<file path="src/rtl/ag32gbd_bram_pkg.sv">
// Shared constants, flip-state encoding and buffer address helper for the BRAM arbiter.
// Pure definitions with no latency or backpressure of their own.
package ag32gbd_bram_pkg;

    localparam int P_REG_WR = 0;
    localparam int P_BUF_WR = 1;
    localparam int P_REG_RD = 2;
    localparam int P_BUF_RD = 3;

    localparam logic [9:0] REG_BASE = 10'h200;
    localparam logic [9:0] BUF_A    = 10'h000;
    localparam logic [9:0] BUF_B    = 10'h100;

    typedef enum logic [1:0] {
        FL_IDLE = 2'd0,
        FL_PEND = 2'd1,
        FL_DONE = 2'd2
    } flip_state_e;

    // Bank 0 maps to buffer A and bank 1 to buffer B; the offset supplies the low byte.
    function automatic logic [9:0] buf_addr(input logic bank, input logic [9:0] off);
        return (bank ? BUF_B : BUF_A) | {2'b00, off[7:0]};
    endfunction

endpackage

</file>
<file path="src/rtl/ag32gbd_rr_pick3.sv">
// Combinational 3-way round-robin picker: the first eligible requester at or after ptr wins.
// Zero latency; masked requesters are skipped and keep waiting.
module ag32gbd_rr_pick3
    import ag32gbd_bram_pkg::*;
(
    input  logic [2:0] req_i,
    input  logic [2:0] mask_i,
    input  logic [1:0] ptr_i,
    output logic [2:0] gnt_o,
    output logic [1:0] ptr_nxt_o
);

    logic [2:0] elig;

    assign elig = req_i & ~mask_i;

    // Scan from the farthest candidate back to ptr so the closest eligible one wins.
    always_comb begin
        logic [1:0] idx;
        gnt_o     = '0;
        ptr_nxt_o = ptr_i;
        idx       = '0;
        for (int k = 2; k >= 0; k--) begin
            idx = 2'((int'(ptr_i) + k) % 3);
            if (elig[idx]) begin
                gnt_o     = 3'b001 << idx;
                ptr_nxt_o = (idx == 2'd2) ? 2'd0 : idx + 2'd1;
            end
        end
    end

endmodule

</file>
<file path="src/rtl/ag32gbd_bram_arbiter.sv">
// Four-port arbiter for the single-port image/register BRAM with double-buffer bank flipping.
// Grants are combinational in the request cycle; read data follows one cycle after the grant.
module ag32gbd_bram_arbiter
    import ag32gbd_bram_pkg::P_REG_WR, ag32gbd_bram_pkg::P_BUF_WR,
           ag32gbd_bram_pkg::P_REG_RD, ag32gbd_bram_pkg::P_BUF_RD,
           ag32gbd_bram_pkg::flip_state_e, ag32gbd_bram_pkg::FL_IDLE,
           ag32gbd_bram_pkg::FL_PEND, ag32gbd_bram_pkg::FL_DONE,
           ag32gbd_bram_pkg::buf_addr;
#(
    parameter int         ADDR_W     = 10,
    parameter int         DATA_W     = 8,
    parameter logic [9:0] REG_BASE   = ag32gbd_bram_pkg::REG_BASE,
    parameter int         WAIT_LIMIT = 16
) (
    input  logic              sys_clock,
    input  logic              sys_reset,
    input  logic              reg_wr_req,
    input  logic [ADDR_W-1:0] reg_wr_addr,
    input  logic [DATA_W-1:0] reg_wr_data,
    output logic              reg_wr_ack,
    input  logic              buf_wr_req,
    input  logic [ADDR_W-1:0] buf_wr_off,
    input  logic [DATA_W-1:0] buf_wr_data,
    output logic              buf_wr_ack,
    input  logic              reg_rd_req,
    input  logic [ADDR_W-1:0] reg_rd_addr,
    output logic              reg_rd_ack,
    output logic              reg_rd_valid,
    input  logic              buf_rd_req,
    input  logic [ADDR_W-1:0] buf_rd_off,
    output logic              buf_rd_ack,
    output logic              buf_rd_valid,
    output logic [DATA_W-1:0] rd_data,
    input  logic              flip_req,
    output logic              flip_done,
    output logic              wr_bank,
    output logic              bram_en,
    output logic              bram_we,
    output logic [ADDR_W-1:0] bram_addr,
    output logic [DATA_W-1:0] bram_wdata,
    input  logic [DATA_W-1:0] bram_rdata,
    output logic              err_addr,
    output logic [3:0]        stall_flag
);

    localparam int               CNT_W    = $clog2(WAIT_LIMIT + 1);
    localparam logic [CNT_W-1:0] WAIT_MAX = CNT_W'(WAIT_LIMIT);

    flip_state_e      flip_q, flip_d;
    logic             wr_bank_q, wr_bank_d;
    logic [1:0]       rr_ptr_q, rr_ptr_d;
    logic             rd_vld_q, rd_vld_d;
    logic             rd_buf_q, rd_buf_d;
    logic             rd_ill_q, rd_ill_d;
    logic             err_q, err_d;
    logic [3:0]       stall_q, stall_d;
    logic [CNT_W-1:0] wait_q [4];
    logic [CNT_W-1:0] wait_d [4];

    logic [3:0]       req;
    logic [3:0]       gnt;
    logic [3:0]       legal;
    logic [2:0]       rr_req;
    logic [2:0]       rr_mask;
    logic [2:0]       rr_gnt;
    logic [1:0]       rr_ptr_nxt;
    logic             flip_pending;
    logic             flip_fire;

    assign req = {buf_rd_req, reg_rd_req, buf_wr_req, reg_wr_req};

    assign legal[P_REG_WR] = (reg_wr_addr >= REG_BASE);
    assign legal[P_BUF_WR] = (buf_wr_off[ADDR_W-1:8] == '0);
    assign legal[P_REG_RD] = (reg_rd_addr >= REG_BASE);
    assign legal[P_BUF_RD] = (buf_rd_off[ADDR_W-1:8] == '0);

    // Flip FSM: state register
    always_ff @(posedge sys_clock) begin
        if (sys_reset) begin
            flip_q <= FL_IDLE;
        end else begin
            flip_q <= flip_d;
        end
    end

    // Flip FSM: next state; a request while pending merges into the current flip
    always_comb begin
        flip_d = flip_q;
        case (flip_q)
            FL_IDLE: if (flip_req) flip_d = FL_PEND;
            FL_PEND: flip_d = FL_DONE;
            FL_DONE: flip_d = flip_req ? FL_PEND : FL_IDLE;
            default: flip_d = FL_IDLE;
        endcase
    end

    // Flip FSM: outputs
    always_comb begin
        flip_pending = (flip_q == FL_PEND);
        flip_fire    = (flip_q == FL_DONE);
    end

    // Register writes pre-empt everything; buffer ports sit out the pending cycle.
    assign rr_req  = req[3:1] & {3{~sys_reset & ~reg_wr_req}};
    assign rr_mask = {flip_pending, 1'b0, flip_pending};

    ag32gbd_rr_pick3 u_pick (
        .req_i     (rr_req),
        .mask_i    (rr_mask),
        .ptr_i     (rr_ptr_q),
        .gnt_o     (rr_gnt),
        .ptr_nxt_o (rr_ptr_nxt)
    );

    assign gnt = {rr_gnt, reg_wr_req & ~sys_reset};

    assign reg_wr_ack = gnt[P_REG_WR];
    assign buf_wr_ack = gnt[P_BUF_WR];
    assign reg_rd_ack = gnt[P_REG_RD];
    assign buf_rd_ack = gnt[P_BUF_RD];

    always_comb begin
        bram_en    = 1'b0;
        bram_we    = 1'b0;
        bram_addr  = '0;
        bram_wdata = '0;
        if (gnt[P_REG_WR]) begin
            bram_en    = legal[P_REG_WR];
            bram_we    = legal[P_REG_WR];
            bram_addr  = reg_wr_addr;
            bram_wdata = reg_wr_data;
        end else if (gnt[P_BUF_WR]) begin
            bram_en    = legal[P_BUF_WR];
            bram_we    = legal[P_BUF_WR];
            bram_addr  = buf_addr(wr_bank_q, buf_wr_off);
            bram_wdata = buf_wr_data;
        end else if (gnt[P_REG_RD]) begin
            bram_en    = legal[P_REG_RD];
            bram_addr  = reg_rd_addr;
        end else if (gnt[P_BUF_RD]) begin
            bram_en    = legal[P_BUF_RD];
            bram_addr  = buf_addr(~wr_bank_q, buf_rd_off);
        end
    end

    always_comb begin
        wr_bank_d = wr_bank_q ^ flip_pending;
        rr_ptr_d  = (|rr_gnt) ? rr_ptr_nxt : rr_ptr_q;
        rd_vld_d  = gnt[P_REG_RD] | gnt[P_BUF_RD];
        rd_buf_d  = gnt[P_BUF_RD];
        rd_ill_d  = |(gnt[3:2] & ~legal[3:2]);
        err_d     = err_q | (|(gnt & ~legal));
        stall_d   = stall_q;
        for (int n = 0; n < 4; n++) begin
            if (!req[n] || gnt[n]) begin
                wait_d[n] = '0;
            end else if (wait_q[n] == WAIT_MAX) begin
                wait_d[n] = WAIT_MAX;
            end else begin
                wait_d[n] = wait_q[n] + 1'b1;
            end
            stall_d[n] = stall_q[n] | (wait_d[n] == WAIT_MAX);
        end
    end

    always_ff @(posedge sys_clock) begin
        if (sys_reset) begin
            wr_bank_q <= 1'b0;
            rr_ptr_q  <= 2'd0;
            rd_vld_q  <= 1'b0;
            rd_buf_q  <= 1'b0;
            rd_ill_q  <= 1'b0;
            err_q     <= 1'b0;
            stall_q   <= '0;
            for (int n = 0; n < 4; n++) wait_q[n] <= '0;
        end else begin
            wr_bank_q <= wr_bank_d;
            rr_ptr_q  <= rr_ptr_d;
            rd_vld_q  <= rd_vld_d;
            rd_buf_q  <= rd_buf_d;
            rd_ill_q  <= rd_ill_d;
            err_q     <= err_d;
            stall_q   <= stall_d;
            for (int n = 0; n < 4; n++) wait_q[n] <= wait_d[n];
        end
    end

    // Outputs read as zero in any reset cycle, including a read valid already in flight.
    assign reg_rd_valid = rd_vld_q & ~rd_buf_q & ~sys_reset;
    assign buf_rd_valid = rd_vld_q &  rd_buf_q & ~sys_reset;
    assign rd_data      = (rd_vld_q & ~rd_ill_q & ~sys_reset) ? bram_rdata : '0;
    assign flip_done    = flip_fire & ~sys_reset;
    assign wr_bank      = wr_bank_q & ~sys_reset;
    assign err_addr     = err_q & ~sys_reset;
    assign stall_flag   = stall_q & {4{~sys_reset}};

endmodule

</file>
<file path="config.mk">
export PLATFORM = sky130hd
export DESIGN_NAME = ag32gbd_bram_arbiter
export DESIGN_NICKNAME = d
export VERILOG_FILES = /design/src/rtl/ag32gbd_bram_pkg.sv /design/src/rtl/ag32gbd_rr_pick3.sv /design/src/rtl/ag32gbd_bram_arbiter.sv
export SDC_FILE = /design/constraint.sdc
export NUM_CORES = 1
export LEC_CHECK = 0
export ABC_AREA = 1
export CAP_MARGIN = 0
export CORE_UTILIZATION = 40
export DETAILED_ROUTE_END_ITERATION = 6
export GPL_ROUTABILITY_DRIVEN = 0
export PLACE_DENSITY = 0.81
export SLEW_MARGIN = 20
export SYNTH_ARGS = -nofsm -noshare
export SYNTH_HDL_FRONTEND = slang
export SYNTH_SLANG_ARGS = --single-unit
</file>
<file path="constraint.sdc">
create_clock -name sys_clock -period 2.5 [get_ports sys_clock]
set_clock_uncertainty 0.05 [all_clocks]
set_input_delay 0.375 -clock sys_clock [delete_from_list [all_inputs] [get_ports sys_clock]]
set_output_delay 0.375 -clock sys_clock [all_outputs]
set_load 0.01 [all_outputs]
</file>
==> impl_metrics.py, run 1 <==
metrics = {
    "logic_synthesis": {
        "ys_seq_area_frac": 0.262,
        "synth.distinct_cells": 34,
        "ys_warn_count": 0,
        "netlist_instances": 334,
        "synthesis.area_um2": 2140,
        "ys_ff_latch": 28,
        "syn_avg_cell_area_um2": 6.41,
        "syn_nets": 415,
    },
    "routing": {
        "wl_met2_mm": 4.61,
        "wl_per_cell_um": 15.7,
        "routed.top_layer": "met4",
        "drt-initial-drc-count": 192,
        "ant_nets": 0,
        "routed-via-count": 2958,
        "vias_per_cell": 5.22,
        "wl_met1_mm": 3.49,
        "drt_first_pass_iters": 5,
        "remaining_drc_errors": 0,
        "drt-total-wl_mm": 8.88,
        "wl_met3_um": 472,
    },
    "floorplanning": {
        "start_util": 0.417,
        "fp.dieArea_um2": 5650,
        "core_um2": 5140,
        "die_h_um": 75.2,
        "die_w_um": 75.2,
        "fp-row-count": 26,
        "io_pins": 112,
    },
    "place": {
        "place_area_um2": 3570,
        "hpwl_mm": 5.53,
        "io_buffers": 111,
    },
    "power_and_ir_drop": {
        "comb_power_share": 0.726,
        "p_leak_nw": 1.84,
        "power_density_nw_per_um2": 759,
        "p_total_mw": 3.00,
        "switching_share": 0.450,
        "p_sw_mw": 1.35,
        "seq_power_share": 0.180,
        "peakVddDrop_mv": 0.612,
        "internal_power_mw": 1.65,
        "pwr-share-clk": 0.094,
    },
    "cts": {
        "clkLatencyLatePin_ns": 0.28,
        "cts_tree": "yes",
        "cts_hold_buf": 0,
        "clock_path_buffers": 2,
        "path_clk_slew_ns": 0.09,
        "clock_sinks": 28,
        "cts_buffers": 3,
        "cts_root_buf": "clkbuf_8",
        "htreeDepth": 1,
    },
    "global_routing": {
        "grt_pass1_vias": 2572,
        "grt_antenna_before_repair": 0,
        "grt_util_all_layers": 0.266,
        "overflow": 0,
        "grt_pass1_wl_mm": 11.4,
        "grt_max_degree": 24,
    },
    "critical_path": {
        "required_ns": 2.08,
        "cp-end-kind": "output port",
        "path_cells": "buf_6 -> ha_4 -> buf_4 -> a21oi_2 -> nand2_2 -> nand3_1 -> nand2_2 -> nand3_4 -> nand2_8 -> o21ai_1 -> nand2_1 -> nand3_1 -> buf_2",
        "worstSetupPathType": "reg -> out",
        "critPathSlowestCell": "dfxtp_2",
        "worst_setup_path_start_kind": "flop",
        "critPathTopFamily": "simple AND/OR/NAND/NOR gates",
        "critPathMaxFanout": 11,
        "worst-path-buf-inv": 3,
        "cp_data_arrival_time_ns": 2.38,
        "cpPeakStageDelay_ns": 0.35,
    },
    "sta": {
        "whs_ns": 0.384,
        "setup_violations": 21,
        "hold_viol": 0,
        "worst_pin_slew_ns": 0.459,
        "maxSlewHeadroom": 0.692,
        "rsz0062_at_grt": "true",
        "max_freq_mhz": 356,
        "tns_ns": -2.67,
        "setup_ws_ns": -0.306,
        "period_share": 1.12,
        "finalCriticalPeriod_ns": 2.81,
        "maxSlewViolCount": 0,
    },
    "run_status": {
        "status": "complete, but fails checks",
        "violations": "negative setup slack",
    },
    "cells_and_area": {
        "diodes": 0,
        "final_common_cell": "clkdlybuf4s50_1",
        "fin_util": 0.769,
        "layout-drive-gt1-share": 0.304,
        "fin_area_um2": 3960,
        "mostFrequentLayoutCells": "clkdlybuf4s50_1 (83), nand2_1 (70), buf_4 (44)",
        "final_nets": 579,
        "syn_to_final_growth_pct": 84.7,
    },
    "flow_run": {
        "drv_cap": 0,
    },
    "min_path": {
        "hp-class": "reg -> reg",
    },
}
timing repair:
action                     in CTS  in global routing
resized for setup              98                 72
setup endpoints to repair      32                 31
pin swaps                      21                 23
setup buffers                  15                  3
gates cloned                    2                  1
final timing paths:
kind	from	to	slack [ns]	cells after the start
worst max-delay path	rr_ptr_q[0]	bram_addr[6]	-0.31	13
worst min-delay path	stall_q[0]	stall_q[0]	0.38	2
worst max register to register	rr_ptr_q[0]	wait_q[2][0]	0.21	14
worst min register to register	stall_q[0]	stall_q[0]	0.38	2
synthesized netlist by cell type:
| cell | instances | area share |
|---|---|---|
| inv_4 | 1 | 0.0029 |
| ha_1 | 10 | 0.058 |
| clkbuf_1 | 4 | 0.0070 |
| a22o_1 | 8 | 0.033 |
| nand4_1 | 3 | 0.0088 |
| nand2_2 | 4 | 0.012 |
| a31oi_1 | 2 | 0.0058 |
| clkinv_1 | 1 | 0.0018 |
| a21oi_1 | 5 | 0.012 |
| or2_1 | 1 | 0.0029 |
| nor2_2 | 2 | 0.0058 |
| nor4_1 | 2 | 0.0058 |
| or2_2 | 2 | 0.0058 |
| nor2_4 | 2 | 0.011 |
| buf_6 | 3 | 0.016 |
| nand3_2 | 1 | 0.0047 |
| nor3b_1 | 5 | 0.018 |
| nand3_4 | 1 | 0.0082 |
| o21ai_1 | 11 | 0.026 |
| nand2_4 | 4 | 0.021 |
| xnor2_1 | 6 | 0.025 |
| nand3_1 | 40 | 0.094 |
| o211ai_1 | 3 | 0.011 |
| o22ai_2 | 1 | 0.0058 |
| o2111ai_1 | 2 | 0.0082 |
| nand2_1 | 84 | 0.15 |
| inv_1 | 41 | 0.072 |
| xor2_1 | 1 | 0.0041 |
| nor2_1 | 43 | 0.075 |
| inv_2 | 3 | 0.0053 |
| o21ai_0 | 1 | 0.0023 |
| buf_4 | 3 | 0.011 |
| nor3_1 | 6 | 0.014 |
| dfxtp_1 | 28 | 0.26 |
registers in the layout, indices dropped and copies added (netlist names):
name / cells
err_q: 1
flip_q: 2
rd_buf_q: 1
rd_ill_q: 1
rd_vld_q: 1
rr_ptr_q: 2
stall_q: 4
wait_q: 15
wr_bank_q: 1
per-layer routing:
layer | GRT usage | vias up
li1 | - | 1410
met1 | 0.319 | 1369
met2 | 0.471 | 148
met3 | 0.0415 | 31
met4 | 0.115 | 0
met5 | 0 | -
power groups by stage:
| stage | clock, mW | sequential [mW] | combinational (mW) |
|---|---|---|---|
| 6_report | 0.281 | 0.542 | 2.18 |
| 5_1_grt | 0.309 | 0.545 | 2.33 |
| 4_1_cts | 0.286 | 0.536 | 1.92 |
| 3_5_place_dp | 0 | 0.540 | 1.78 |
| 3_3_place_gp | 0 | 0.537 | 1.76 |
| 2_1_floorplan | 0 | 0.535 | 0.942 |
metrics by stage:
stage	setup WS, ns	std cells
3_5_place_dp	-0.729	542
3_3_place_gp	-0.690	542
4_1_cts	-0.108	563
6_report	-0.306	567
5_1_grt	-0.377	567
2_1_floorplan	0.204	334
logic make-up (layout without fill, tap and decap cells):
logic type               count (synthesis)  after routing  share of synthesized area
adder cells (fa/ha/maj)                 10             10                     0.0584
flip-flops                              28             28                      0.262
buffers and inverters                   56            216                      0.115
AND/OR/NAND/NOR                        200            203                      0.433
XOR/XNOR                                 7              7                     0.0286
AO/OA/AOI/OAI                           33             33                      0.103
worst reg2reg max path: stages, from the launching register on:
cell,delay [ns]
dfxtp_2,0.35
buf_6,0.12
ha_4,0.17
buf_4,0.15
a21oi_2,0.15
nand2_2,0.10
nand3_1,0.11
nand2_2,0.08
nand3_4,0.17
nand2_8,0.12
buf_4,0.16
buf_4,0.13
inv_2,0.08
nand2_1,0.10
nor3b_1,0.18
cell type report:
| cell class | count | area (um2) |
|---|---|---|
| clock buffer | 4 | 55.1 |
| fill | 375 | 1180 |
| inverter | 46 | 183 |
| multi-input combinational | 253 | 1600 |
| sequential | 28 | 567 |
| tap | 70 | 87.6 |
| timing repair buffer | 166 | 1470 |
Note: power is estimated with default switching activity, not from simulation.
==> inputs of run 2 (changes only) <==
--- a/config.mk
+++ b/config.mk
@@ -7,6 +7,7 @@
 export LEC_CHECK = 0
 export ABC_AREA = 1
 export CAP_MARGIN = 0
+export CORE_MARGIN = 4
 export CORE_UTILIZATION = 40
 export DETAILED_ROUTE_END_ITERATION = 6
 export GPL_ROUTABILITY_DRIVEN = 0
==> impl_metrics.py, run 2 (synthesized netlist as in run 1, its figures left out) <==
metrics = {
    "cells_and_area": {
        "syn_to_final_growth_pct": 90.6,
        "reg.largest.list": "wait_q: 15 flops, stall_q: 4 flops",
        "fin_cells": 570,
        "final_common_cell": "clkdlybuf4s50_1",
        "fin_util": 0.794,
        "final_nets": 582,
        "largest_reg_flops": 15,
        "mostFrequentLayoutCells": "clkdlybuf4s50_1 (83), nand2_1 (72), buf_4 (43)",
        "layout-drive-gt1-share": 0.312,
        "fin_area_um2": 4080,
        "diodes": 0,
        "regMostFlops": "wait_q",
    },
    "flow_run": {
        "drv_cap": 0,
    },
    "place": {
        "place_area_um2": 3540,
        "dp.cells": 540,
        "hpwl_mm": 5.78,
        "io_buffers": 111,
        "detailedPlace.worstSlack_ns": -0.765,
    },
    "critical_path": {
        "worst-path-buf-inv": 4,
        "worst_setup_path_start_kind": "flop",
        "critPathMaxFanout": 6,
        "path_cells": "inv_2 -> ha_4 -> buf_6 -> nor2_2 -> nor2_1 -> nand3_1 -> nand2_2 -> nand2_4 -> nand2_8 -> buf_6 -> nor2_2 -> a21oi_1 -> nand2_1 -> buf_2",
        "worstSetupPathType": "reg -> out",
        "cp-end-kind": "output port",
        "cpPeakStageDelay_ns": 0.36,
        "required_ns": 2.08,
        "cp_data_arrival_time_ns": 2.30,
        "critPathSlowestCell": "dfxtp_2",
        "critPathTopFamily": "simple AND/OR/NAND/NOR gates",
    },
    "floorplanning": {
        "die_w_um": 81.2,
        "fp.dieArea_um2": 6590,
        "core_um2": 5140,
        "die_h_um": 81.2,
        "io_pins": 112,
        "start_util": 0.417,
        "fp-row-count": 26,
    },
    "power_and_ir_drop": {
        "peakVddDrop_mv": 0.533,
        "p_leak_nw": 1.90,
        "p_total_mw": 3.12,
        "power_density_nw_per_um2": 765,
    },
    "sta": {
        "rsz0062_at_grt": "true",
        "period_share": 1.09,
        "whs_ns": 0.387,
        "setup_violations": 22,
        "maxSlewViolCount": 0,
        "tns_ns": -2.89,
        "finalCriticalPeriod_ns": 2.72,
        "setup_ws_ns": -0.224,
        "hold_viol": 0,
        "max_freq_mhz": 367,
        "maxSlewHeadroom": 0.729,
        "worst_pin_slew_ns": 0.404,
    },
    "min_path": {
        "hp-class": "reg -> reg",
    },
    "routing": {
        "routed-via-count": 3021,
        "drt-initial-drc-count": 175,
        "vias_per_cell": 5.30,
        "drt-total-wl_mm": 9.45,
        "wl_per_cell_um": 16.6,
        "ant_nets": 0,
        "remaining_drc_errors": 0,
        "drt_first_pass_iters": 5,
    },
    "global_routing": {
        "grt_util_all_layers": 0.243,
        "grt_pass1_vias": 2751,
        "overflow": 0,
        "grt_antenna_before_repair": 0,
        "grt_pass1_wl_mm": 12.8,
        "grt_max_degree": 24,
    },
    "cts": {
        "cts_root_buf": "clkbuf_8",
        "clock_path_buffers": 2,
        "path_clk_slew_ns": 0.10,
        "cts_buffers": 3,
        "clkLatencyLatePin_ns": 0.28,
        "clock_sinks": 28,
        "htreeDepth": 1,
        "cts_hold_buf": 0,
        "cts_tree": "yes",
    },
    "run_status": {
        "violations": "negative setup slack",
        "status": "complete, but fails checks",
    },
}
run 2: cell count changes in the layout (fill, tap and decap cells not counted), moves of 2 or more:
| cell | delta |
|---|---|
| nand2_4 | +3 |
| nand2_2 | -5 |
| nor2_4 | -2 |
| buf_2 | -3 |
| nand3_1 | -9 |
| o21ai_2 | -2 |
| nand2_1 | +2 |
| buf_6 | +7 |
| inv_4 | -2 |
| nor2_2 | +2 |
| nand3_2 | +9 |
run 2: final timing paths:
| kind | startpoint | slack, ns | end | cells past startpoint |
|---|---|---|---|---|
| max | rr_ptr_q[0] | -0.22 | bram_en | 14 |
| min | stall_q[0] | 0.39 | stall_q[0] | 2 |
| max reg2reg | rr_ptr_q[0] | 0.01 | rr_ptr_q[0] | 18 |
| min reg2reg | stall_q[0] | 0.39 | stall_q[0] | 2 |
run 2: repair_timing:
action	CTS	global route
setup buffers	13	10
pin swaps	14	35
endpoints found under the setup margin	32	32
cloned	4	2
resized for setup	129	57
run 2: tightest hold or removal path, delay by kind of cell, from the launching register on:
kind	cells	cell delay [ns]
buffers and inverters	1	0.06
AND/OR/NAND/NOR	1	0.04
flip-flops	1	0.31
run 2: final cells by class:
cell class                 count  area, um2
tap                           70       87.6
fill                         351       1060
clock buffer                   3       41.3
timing repair buffer         167       1500
inverter                      46        190
multi-input combinational    255       1670
clock inverter                 1       30.0
sequential                    28        566
run 2: per-layer routing:
layer	up-vias	routed length (um)	GRT usage
met1	1412	3620	0.298
met2	151	4890	0.428
met5	-	0	0
met3	40	587	0.0388
met4	0	359	0.0845
li1	1418	-	-
run 2: power by group:
group | switching, mW | internal [mW] | total, mW
Clock | 0.144 | 0.215 | 0.358
Combinational | 1.22 | 1.01 | 2.22
Sequential | 0.0364 | 0.503 | 0.539
==> inputs of run 3 (changes only) <==
--- a/config.mk
+++ b/config.mk
@@ -9,6 +9,7 @@
 export CAP_MARGIN = 0
 export CORE_MARGIN = 4
 export CORE_UTILIZATION = 40
+export CTS_CLUSTER_SIZE = 28
 export DETAILED_ROUTE_END_ITERATION = 6
 export GPL_ROUTABILITY_DRIVEN = 0
 export PLACE_DENSITY = 0.81
==> constraint.sdc (replaced) <==
create_clock -name sys_clock -period 2.6 [get_ports sys_clock]
set_clock_uncertainty 0.05 [all_clocks]
set_input_delay 0.39 -clock sys_clock [delete_from_list [all_inputs] [get_ports sys_clock]]
set_output_delay 0.39 -clock sys_clock [all_outputs]
set_load 0.01 [all_outputs]
==> impl_metrics.py, run 3 (synthesized netlist as in run 1, its figures left out) <==
metrics = {
    "min_path": {
        "hp-class": "reg -> reg",
    },
    "critical_path": {
        "cp_data_arrival_time_ns": 2.18,
        "cpPeakStageDelay_ns": 0.36,
        "worstSetupPathType": "reg -> out",
        "path_depth": 11,
        "worst_setup_path_start_kind": "flop",
        "cp-end-kind": "output port",
        "critPathMaxFanout": 5,
        "critPathTopFamily": "simple AND/OR/NAND/NOR gates",
        "r2r-start": "rr_ptr_q[0]",
        "critPathSlowestCell": "dfxtp_2",
        "required_ns": 2.16,
        "worstReg2RegEnd": "wait_q[3][0]",
        "startpoint": "rr_ptr_q[0]",
        "reg2reg_depth": 14,
        "worst-path-buf-inv": 3,
        "reg2reg_slack_ns": 0.35,
        "crit_end": "bram_en",
        "path_cells": "inv_2 -> ha_4 -> buf_6 -> nand3_2 -> nand2_2 -> nand3_4 -> nand2_4 -> nor2_1 -> a21oi_1 -> nand2_1 -> buf_2",
    },
    "place": {
        "io_buffers": 111,
        "hpwl_mm": 5.84,
        "detailedPlace.worstSlack_ns": -0.683,
    },
    "cells_and_area": {
        "diodes": 0,
        "final_common_cell": "clkdlybuf4s50_1",
        "fill_cells": 371,
        "regMostFlops": "wait_q",
        "final_nets": 571,
        "reg.largest.list": "wait_q: 15 flops, stall_q: 4 flops",
        "syn_to_final_growth_pct": 86.5,
        "largest_reg_flops": 15,
        "mostFrequentLayoutCells": "clkdlybuf4s50_1 (83), nand2_1 (70), nor2_1 (39)",
        "layout-drive-gt1-share": 0.301,
    },
    "power_and_ir_drop": {
        "peakVddDrop_mv": 0.596,
        "p_leak_nw": 1.85,
        "power_density_nw_per_um2": 753,
    },
    "sta": {
        "hold_viol": 0,
        "tns_ns": -0.0423,
        "period_share": 1.01,
        "finalCriticalPeriod_ns": 2.62,
        "whs_ns": 0.384,
        "rsz0062_at_grt": "true",
        "maxSlewHeadroom": 0.735,
        "worst_pin_slew_ns": 0.395,
        "maxSlewViolCount": 0,
        "max_freq_mhz": 381,
        "setup_ws_ns": -0.0228,
        "setup_violations": 2,
    },
    "floorplanning": {
        "core_um2": 5140,
        "io_pins": 112,
        "fp.dieArea_um2": 6590,
        "die_w_um": 81.2,
        "start_util": 0.417,
        "fp-row-count": 26,
        "die_h_um": 81.2,
    },
    "global_routing": {
        "grt_max_degree": 24,
        "grt_pass1_vias": 2789,
        "grt_antenna_before_repair": 0,
        "grtUsageMet2": 0.462,
        "met3_usage": 0.0288,
        "grt_pass1_wl_mm": 12.6,
        "top_usage_layer": "met2",
        "grtUsageMet1": 0.270,
        "grt_util_all_layers": 0.240,
        "overflow": 0,
    },
    "cts": {
        "clock_path_buffers": 2,
        "cts_hold_buf": 0,
        "cts_root_buf": "clkbuf_8",
        "path_clk_slew_ns": 0.10,
        "clkLatencyLatePin_ns": 0.27,
        "cts_tree": "yes",
        "htreeDepth": 1,
        "clock_sinks": 28,
        "cts_buffers": 3,
    },
    "routing": {
        "vias_per_cell": 5.12,
        "drt_first_pass_iters": 4,
        "ant_nets": 0,
        "drt-initial-drc-count": 142,
        "routed-via-count": 2864,
        "wl_per_cell_um": 15.7,
        "drt-total-wl_mm": 8.79,
        "remaining_drc_errors": 0,
    },
    "run_status": {
        "status": "complete, but fails checks",
        "violations": "negative setup slack",
    },
    "flow_run": {
        "drv_cap": 0,
    },
}
run 3: per-layer routing:
metal / vias up / part of all wire
li1: 1389 / -
met1: 1330 / 0.37
met2: 109 / 0.54
met3: 36 / 0.054
met4: 0 / 0.032
met5: - / 0
run 3: power by group:
part / internal [mW] / total (mW) / leakage [nW] / switching (mW)
Clock: 0.206 / 0.347 / 0.0357 / 0.140
Combinational: 0.995 / 2.14 / 1.59 / 1.15
Sequential: 0.483 / 0.517 / 0.229 / 0.0333
run 3: tightest hold or removal path: cells and delay by family (launching register included):
kind,cells,cell delay (ns)
DFF,1,0.31
and+or+nand+nor,1,0.04
buffers and inverters,1,0.05
run 3: worst min path at each step:
stage,start,endpoint,slack (ns),cells after the start
2_1_floorplan,stall_q[0],stall_q[0],0.36,2
3_3_place_gp,stall_q[0],stall_q[0],0.37,2
3_5_place_dp,stall_q[0],stall_q[0],0.37,2
4_1_cts,stall_q[0],stall_q[0],0.39,2
5_1_grt,stall_q[0],stall_q[0],0.40,2
6_report,stall_q[0],stall_q[0],0.38,2
run 3: through the flow:
stage | total power, mW | instance area, um2 | util | std cells
global placement | 2.17 | 3540 | 0.689 | 540
finish | 3.01 | 3990 | 0.777 | 559
detailed placement | 2.21 | 3540 | 0.689 | 540
floorplan | 1.42 | 2140 | - | 334
CTS | 2.63 | 3690 | 0.718 | 550
global route | 3.19 | 3990 | 0.777 | 559
run 3: repair_timing:
action | in CTS | in global routing
resized for setup | 108 | 74
gates cloned | 2 | 3
pin swaps | 4 | 32
setup buffers | 4 | 6
endpoints found under the setup margin | 31 | 30
run 3: layout make-up:
type / instances / area, um2 / area share
well taps: 70 / 87.6 / 0.0219
inverters: 46 / 188 / 0.0470
multi-input cells: 254 / 1660 / 0.416
clock buffers: 3 / 41.3 / 0.0103
flip-flops and latches: 28 / 566 / 0.142
clock inverters: 1 / 30.0 / 0.00752
repair buffers: 157 / 1420 / 0.356
